==> src/rtl/demux_1to8_tdm_pkg.sv <==
// Shared constants and the frame-tracking state type for the 1-to-8 TDM demultiplexer.
package demux_pkg;
  localparam int N_LANES = 8;
  localparam int SEL_W = 3;
  localparam logic [N_LANES-1:0] LANE_MASK_FULL = 8'hFF;

  typedef enum logic {
    S_EMPTY,
    S_FILL
  } state_t;
endpackage

==> src/rtl/demux_1to8_tdm_if.sv <==
// Sample-in / frame-out bundle of the TDM demultiplexer.
interface demux_1to8_tdm_if #(
  parameter int WIDTH = 1
);
  import demux_pkg::*;

  logic                       din_valid;
  logic [WIDTH-1:0]           din;
  logic [SEL_W-1:0]           sel;
  logic                       auto_mode;
  logic                       clear;
  logic [N_LANES*WIDTH-1:0]   y;
  logic                       y_valid;
  logic [N_LANES-1:0]         lane_mask;
  logic [SEL_W-1:0]           slot;
  logic                       overrun;

  modport master (
    output din, din_valid, sel, auto_mode, clear,
    input  y, y_valid, lane_mask, slot, overrun
  );

  modport slave (
    input  din, din_valid, sel, auto_mode, clear,
    output y, y_valid, lane_mask, slot, overrun
  );
endinterface

==> src/rtl/demux_1to8_tdm_lane_reg.sv <==
// One output lane register: async reset, loads d when we is high.
module demux_lane_reg #(
  parameter int WIDTH = 1
) (
  input  logic             clk,
  input  logic             rst,
  input  logic             we,
  input  logic [WIDTH-1:0] d,
  output logic [WIDTH-1:0] q
);
  always_ff @(posedge clk or posedge rst) begin
    if (rst)     q <= '0;
    else if (we) q <= d;
  end
endmodule

==> src/rtl/demux_1to8_tdm.sv <==
// Registered 1-to-8 TDM demultiplexer: steers samples into lane registers and
// flags frame completion and lane overruns.
//
// state   | meaning
// S_EMPTY | no lane written in the current frame
// S_FILL  | at least one lane written, frame not yet complete
module demux_1to8_tdm
  import demux_pkg::*;
#(
  parameter int WIDTH = 1
) (
  input  logic           clk,
  input  logic           rst,
  demux_1to8_tdm_if.slave bus
);
  state_t                    state, state_next;
  logic [N_LANES-1:0]        lane_mask, mask_next, idx_hot;
  logic [SEL_W-1:0]          slot, slot_next, idx;
  logic                      y_valid_r, y_valid_next;
  logic                      overrun_r, overrun_next;
  logic                      wr;
  logic [N_LANES*WIDTH-1:0]  y_int;

  assign idx     = bus.auto_mode ? slot : bus.sel;
  assign idx_hot = N_LANES'(1) << idx;
  assign wr      = bus.din_valid & ~bus.clear;

  always_comb begin
    state_next   = state;
    mask_next    = lane_mask;
    slot_next    = slot;
    y_valid_next = 1'b0;
    overrun_next = 1'b0;
    if (bus.clear) begin
      mask_next  = '0;
      slot_next  = '0;
      state_next = S_EMPTY;
    end else if (bus.din_valid) begin
      if (bus.auto_mode) slot_next = slot + SEL_W'(1);
      if (lane_mask[idx]) overrun_next = 1'b1;
      if ((lane_mask | idx_hot) == LANE_MASK_FULL) begin
        y_valid_next = 1'b1;
        mask_next    = '0;
        state_next   = S_EMPTY;
      end else begin
        mask_next    = lane_mask | idx_hot;
        state_next   = S_FILL;
      end
    end
  end

  always_ff @(posedge clk or posedge rst) begin
    if (rst) begin
      state     <= S_EMPTY;
      lane_mask <= '0;
      slot      <= '0;
      y_valid_r <= 1'b0;
      overrun_r <= 1'b0;
    end else begin
      state     <= state_next;
      lane_mask <= mask_next;
      slot      <= slot_next;
      y_valid_r <= y_valid_next;
      overrun_r <= overrun_next;
    end
  end

  for (genvar i = 0; i < N_LANES; i++) begin : g_lane
    demux_lane_reg #(.WIDTH(WIDTH)) u_lane (
      .clk (clk),
      .rst (rst),
      .we  (wr && (idx == SEL_W'(i))),
      .d   (bus.din),
      .q   (y_int[i*WIDTH +: WIDTH])
    );
  end

  assign bus.y         = y_int;
  assign bus.y_valid   = y_valid_r;
  assign bus.lane_mask = lane_mask;
  assign bus.slot      = slot;
  assign bus.overrun   = overrun_r;
endmodule

==> src/flat_wrapper.sv <==
// flat-port wrapper written by rule: the top's interface ports become plain ports
module demux_1to8_tdm_flat import demux_pkg::*;
#(
  parameter int WIDTH = 1
)
  (clk, rst, bus_din, bus_din_valid, bus_sel, bus_auto_mode, bus_clear, bus_y, bus_y_valid, bus_lane_mask, bus_slot, bus_overrun);
  demux_1to8_tdm_if #(.WIDTH(WIDTH)) bus_i ();
  input  logic clk;
  input  logic rst;
  input wire logic [$bits(bus_i.din)-1:0] bus_din;
  input wire logic [$bits(bus_i.din_valid)-1:0] bus_din_valid;
  input wire logic [$bits(bus_i.sel)-1:0] bus_sel;
  input wire logic [$bits(bus_i.auto_mode)-1:0] bus_auto_mode;
  input wire logic [$bits(bus_i.clear)-1:0] bus_clear;
  output wire logic [$bits(bus_i.y)-1:0] bus_y;
  output wire logic [$bits(bus_i.y_valid)-1:0] bus_y_valid;
  output wire logic [$bits(bus_i.lane_mask)-1:0] bus_lane_mask;
  output wire logic [$bits(bus_i.slot)-1:0] bus_slot;
  output wire logic [$bits(bus_i.overrun)-1:0] bus_overrun;
  assign bus_i.din = bus_din;
  assign bus_i.din_valid = bus_din_valid;
  assign bus_i.sel = bus_sel;
  assign bus_i.auto_mode = bus_auto_mode;
  assign bus_i.clear = bus_clear;
  assign bus_y = bus_i.y;
  assign bus_y_valid = bus_i.y_valid;
  assign bus_lane_mask = bus_i.lane_mask;
  assign bus_slot = bus_i.slot;
  assign bus_overrun = bus_i.overrun;
  demux_1to8_tdm #(.WIDTH(WIDTH)) u_core (.clk(clk), .rst(rst), .bus(bus_i));
endmodule
==> config.mk <==
export PLATFORM = sky130hd
export DESIGN_NAME = demux_1to8_tdm_flat
export DESIGN_NICKNAME = d
export VERILOG_FILES = /design/src/rtl/demux_1to8_tdm_pkg.sv /design/src/rtl/demux_1to8_tdm_if.sv /design/src/rtl/demux_1to8_tdm_lane_reg.sv /design/src/rtl/demux_1to8_tdm.sv /design/src/flat_wrapper.sv
export SDC_FILE = /design/constraint.sdc
export NUM_CORES = 1
export LEC_CHECK = 0
export ABC_AREA = 1
export CAP_MARGIN = 20
export CELL_PAD_IN_SITES_DETAIL_PLACEMENT = 0
export CELL_PAD_IN_SITES_GLOBAL_PLACEMENT = 1
export CORE_MARGIN = 10
export CORE_UTILIZATION = 35
export DETAILED_ROUTE_END_ITERATION = 6
export GPL_TIMING_DRIVEN = 1
export PLACE_DENSITY_LB_ADDON = 0.12
export SYNTH_ARGS = -nofsm -noshare
export SYNTH_HDL_FRONTEND = slang
export SYNTH_SLANG_ARGS = --single-unit
==> constraint.sdc <==
create_clock -name clk -period 1.42 [get_ports clk]
set_input_delay 0.142 -clock clk [delete_from_list [all_inputs] [get_ports clk]]
set_output_delay 0.142 -clock clk [all_outputs]
set_load 0.005 [all_outputs]
==> qor.yml <==
drt:
  drc: 0
  ant_nets: 0
  drt-initial-drc-count: 80
  detail_route.vias_per_cell: 4.58
  wirelength_mm: 3.43
  vias: 1277
  avgRoutedWirePerCell_um: 12.3
  dr.pass1.iters: 4
power:
  p_total_uw: 1660
  p_per_area_nw_per_um2: 843
  irDropWorstVdd_mv: 0.327
  leakagePower_uw: 0.000980
critical_path:
  arrival_ns: 1.53
  rr_endpoint: "u_core.bus.lane_mask[4]"
  cp_max_fo: 6
  rr_worst_depth: 10
  critPathKind: "reg -> reg"
  r2r_start: "u_core.bus.slot[1]"
  critPathRequiredTime_ns: 1.58
  critPathCaptureType: "flop"
  ff2ff_setup_slack_ns: 0.05
  crit_start: "u_core.bus.slot[1]"
  worstSetupStartpointType: "flop"
timing:
  slew_violations: 0
  finalHoldViolations: 0
  finalCritPeriodShare_pct: 96.2
  skew_ns: 0.00240
  relSlewSlack_pct: 82.2
  rsz0062_at_grt: "yes"
  period_minus_slack_ns: 1.37
  finalWorstSetupSlack_ns: 0.0535
  setup-violations-final: 0
  worst_slew_pin_slew_ns: 0.267
  fmax_mhz: 732
cts:
  cts-hold-fix-buffers: 0
  clockBufferDepth: 2
  clock-root-buffer: "clkbuf_8"
  insertion_delay_ns: 0.26
  cts_tree: "yes"
  cts_buffers: 3
  cts_sinks: 21
  clk_pin_slew_ns: 0.08
  ctsHtreeMaxLevel: 1
floorplan:
  dieArea_um2: 6540
  die_h_um: 80.9
  fp.dieW_um: 80.9
  start_util_pct: 35.7
  core_area_um2: 3630
  ios: 30
  row_count: 22
yosys:
  syn_avg_cell_area_um2: 7.16
  yosysSeqAreaShare_pct: 40.5
  yosys_warnings: 0
  ys_ff_latch: 21
  synth_area_um2: 1300
  yosysUniqueCellTypes: 19
  syn_inst: 181
  syn_nets: 191
place:
  dp_hpwl_mm: 2.52
  portBuffers: 29
  post-place-ws_ns: -0.304
  place_congestion: 0.811
final_layout:
  nNetsFinal: 242
  fillers: 365
  area.growth.synth_to_final_pct: 51.8
  drive_above_1_share_pct: 33.8
  diodes: 0
min_path:
  hp-class: "in -> async"
grt:
  grt_overflow_total: 0
  grt_max_degree: 22
  grt_pass1_wl_mm: 5.49
  grt_pass1_vias: 1230
  grt_use_total_pct: 10.4
  antenna_found_initial: 0
run:
  drv_cap: 0
status:
  outcome: "completed"
==> worst max path at each step <==
stage	end	slack (ns)	cells past startpoint
floorplan	u_core.bus.lane_mask[0]	0.14	10
global placement	u_core.bus.lane_mask[3]	-0.30	11
detailed placement	u_core.bus.overrun	-0.30	12
CTS	u_core.bus.lane_mask[1]	0.006	10
global route	u_core.bus.lane_mask[5]	-0.04	10
finish	u_core.bus.lane_mask[4]	0.05	10
==> timing repair <==
action	4_1_cts	5_1_grt
endpoints found under the setup margin	9	14
resized for setup	2	44
setup buffers	0	9
pin swaps	0	14
cloned	0	1
==> worst max-delay path, cell delays in order, from the launching register on <==
cell and delay [ns]:
dfrtp_1 0.42, inv_2 0.07, nand2_2 0.06, nand2_4 0.12
nand3_2 0.11, nand2_2 0.07, nand2_2 0.06, nor2_4 0.16
nand2_4 0.09, nand2_1 0.07, nand2_1 0.04
==> through the flow <==
stage	setup TNS (ns)	utilization (%)	instance area, µm²	hold slack, ns	instances
after global routing	-0.285	54.2	1970	0.235	279
after floorplan	0	-	1300	0.119	181
after CTS	0	48.1	1750	0.210	269
final	0	54.2	1970	0.201	279
after detailed placement	-4.58	46.7	1700	0.484	265
after global placement	-4.52	46.7	1700	0.464	265
==> cell usage in the layout, fill, tap and decap left out, types with 3 or more instances in the layout <==
master           instances
o21ai_0                 10
clkbuf_8                 3
nand2_2                 22
buf_4                   26
nand3_2                  4
clkdlybuf4s50_1         26
nand2_1                 46
nor2_4                   3
nand3_4                  3
inv_2                    3
inv_1                   17
a21oi_1                 11
dfrtp_1                 21
nor2_1                   4
nand2_4                  8
nand3_1                 10
==> state kept, by name, indices dropped and copies added (netlist names) <==
name,flops
u_core.bus.y_valid,1
u_core.bus.slot,3
u_core.bus.lane_mask,8
u_core.g_lane.u_lane.q,8
u_core.bus.overrun,1
==> cell usage after synthesis, drive strengths merged <==
cell    number  area share [%]
nand3       17             6.6
buf         10             5.9
nor3b        1            0.58
nor3         1            0.39
o21ai       12             4.6
clkinv       1            0.29
ha           1            0.97
nor2         9             3.2
dfrtp       21              41
inv         21             6.7
o22ai        1            0.48
nand2       75              26
a21oi       11             4.2
==> power by group <==
part | switching (µW) | internal [µW]
registers | 46.7 | 671
logic | 252 | 288
clock network | 206 | 196
total | 505 | 1150
==> cell type report <==
| type | count | area, µm² | area share, % |
|---|---|---|---|
| clock inverters | 1 | 5.00 | 0.254 |
| clock buffers | 3 | 41.3 | 2.10 |
| well taps | 48 | 60.1 | 3.05 |
| multi-input cells | 129 | 754 | 38.3 |
| inverters | 22 | 90.1 | 4.58 |
| repair buffers | 55 | 492 | 25.0 |
| flip-flops and latches | 21 | 526 | 26.7 |
==> metal layers <==
layer  vias to the layer above  share of wire (%)  global-route usage (%)  wire length (µm)
met4                         0                1.2                    4.15                40
met3                         4                6.2                    3.09               213
met2                        21                 50                    18.0              1720
li1                        660                  -                       -                 -
met1                       592                 42                    11.8              1460
met5                         -                  0                       0                 0
==> cells by family (layout without fill, tap and decap cells) <==
family	Yosys count	count (layout)	synth area share (%)
flip-flops	21	21	40.5
AO/OA/AOI/OAI	24	24	9.36
adder cells (fa/ha/maj)	1	1	0.965
AND/OR/NAND/NOR	103	104	36.3
buffers and inverters	32	81	12.8
(Power assumes the default switching activity.)
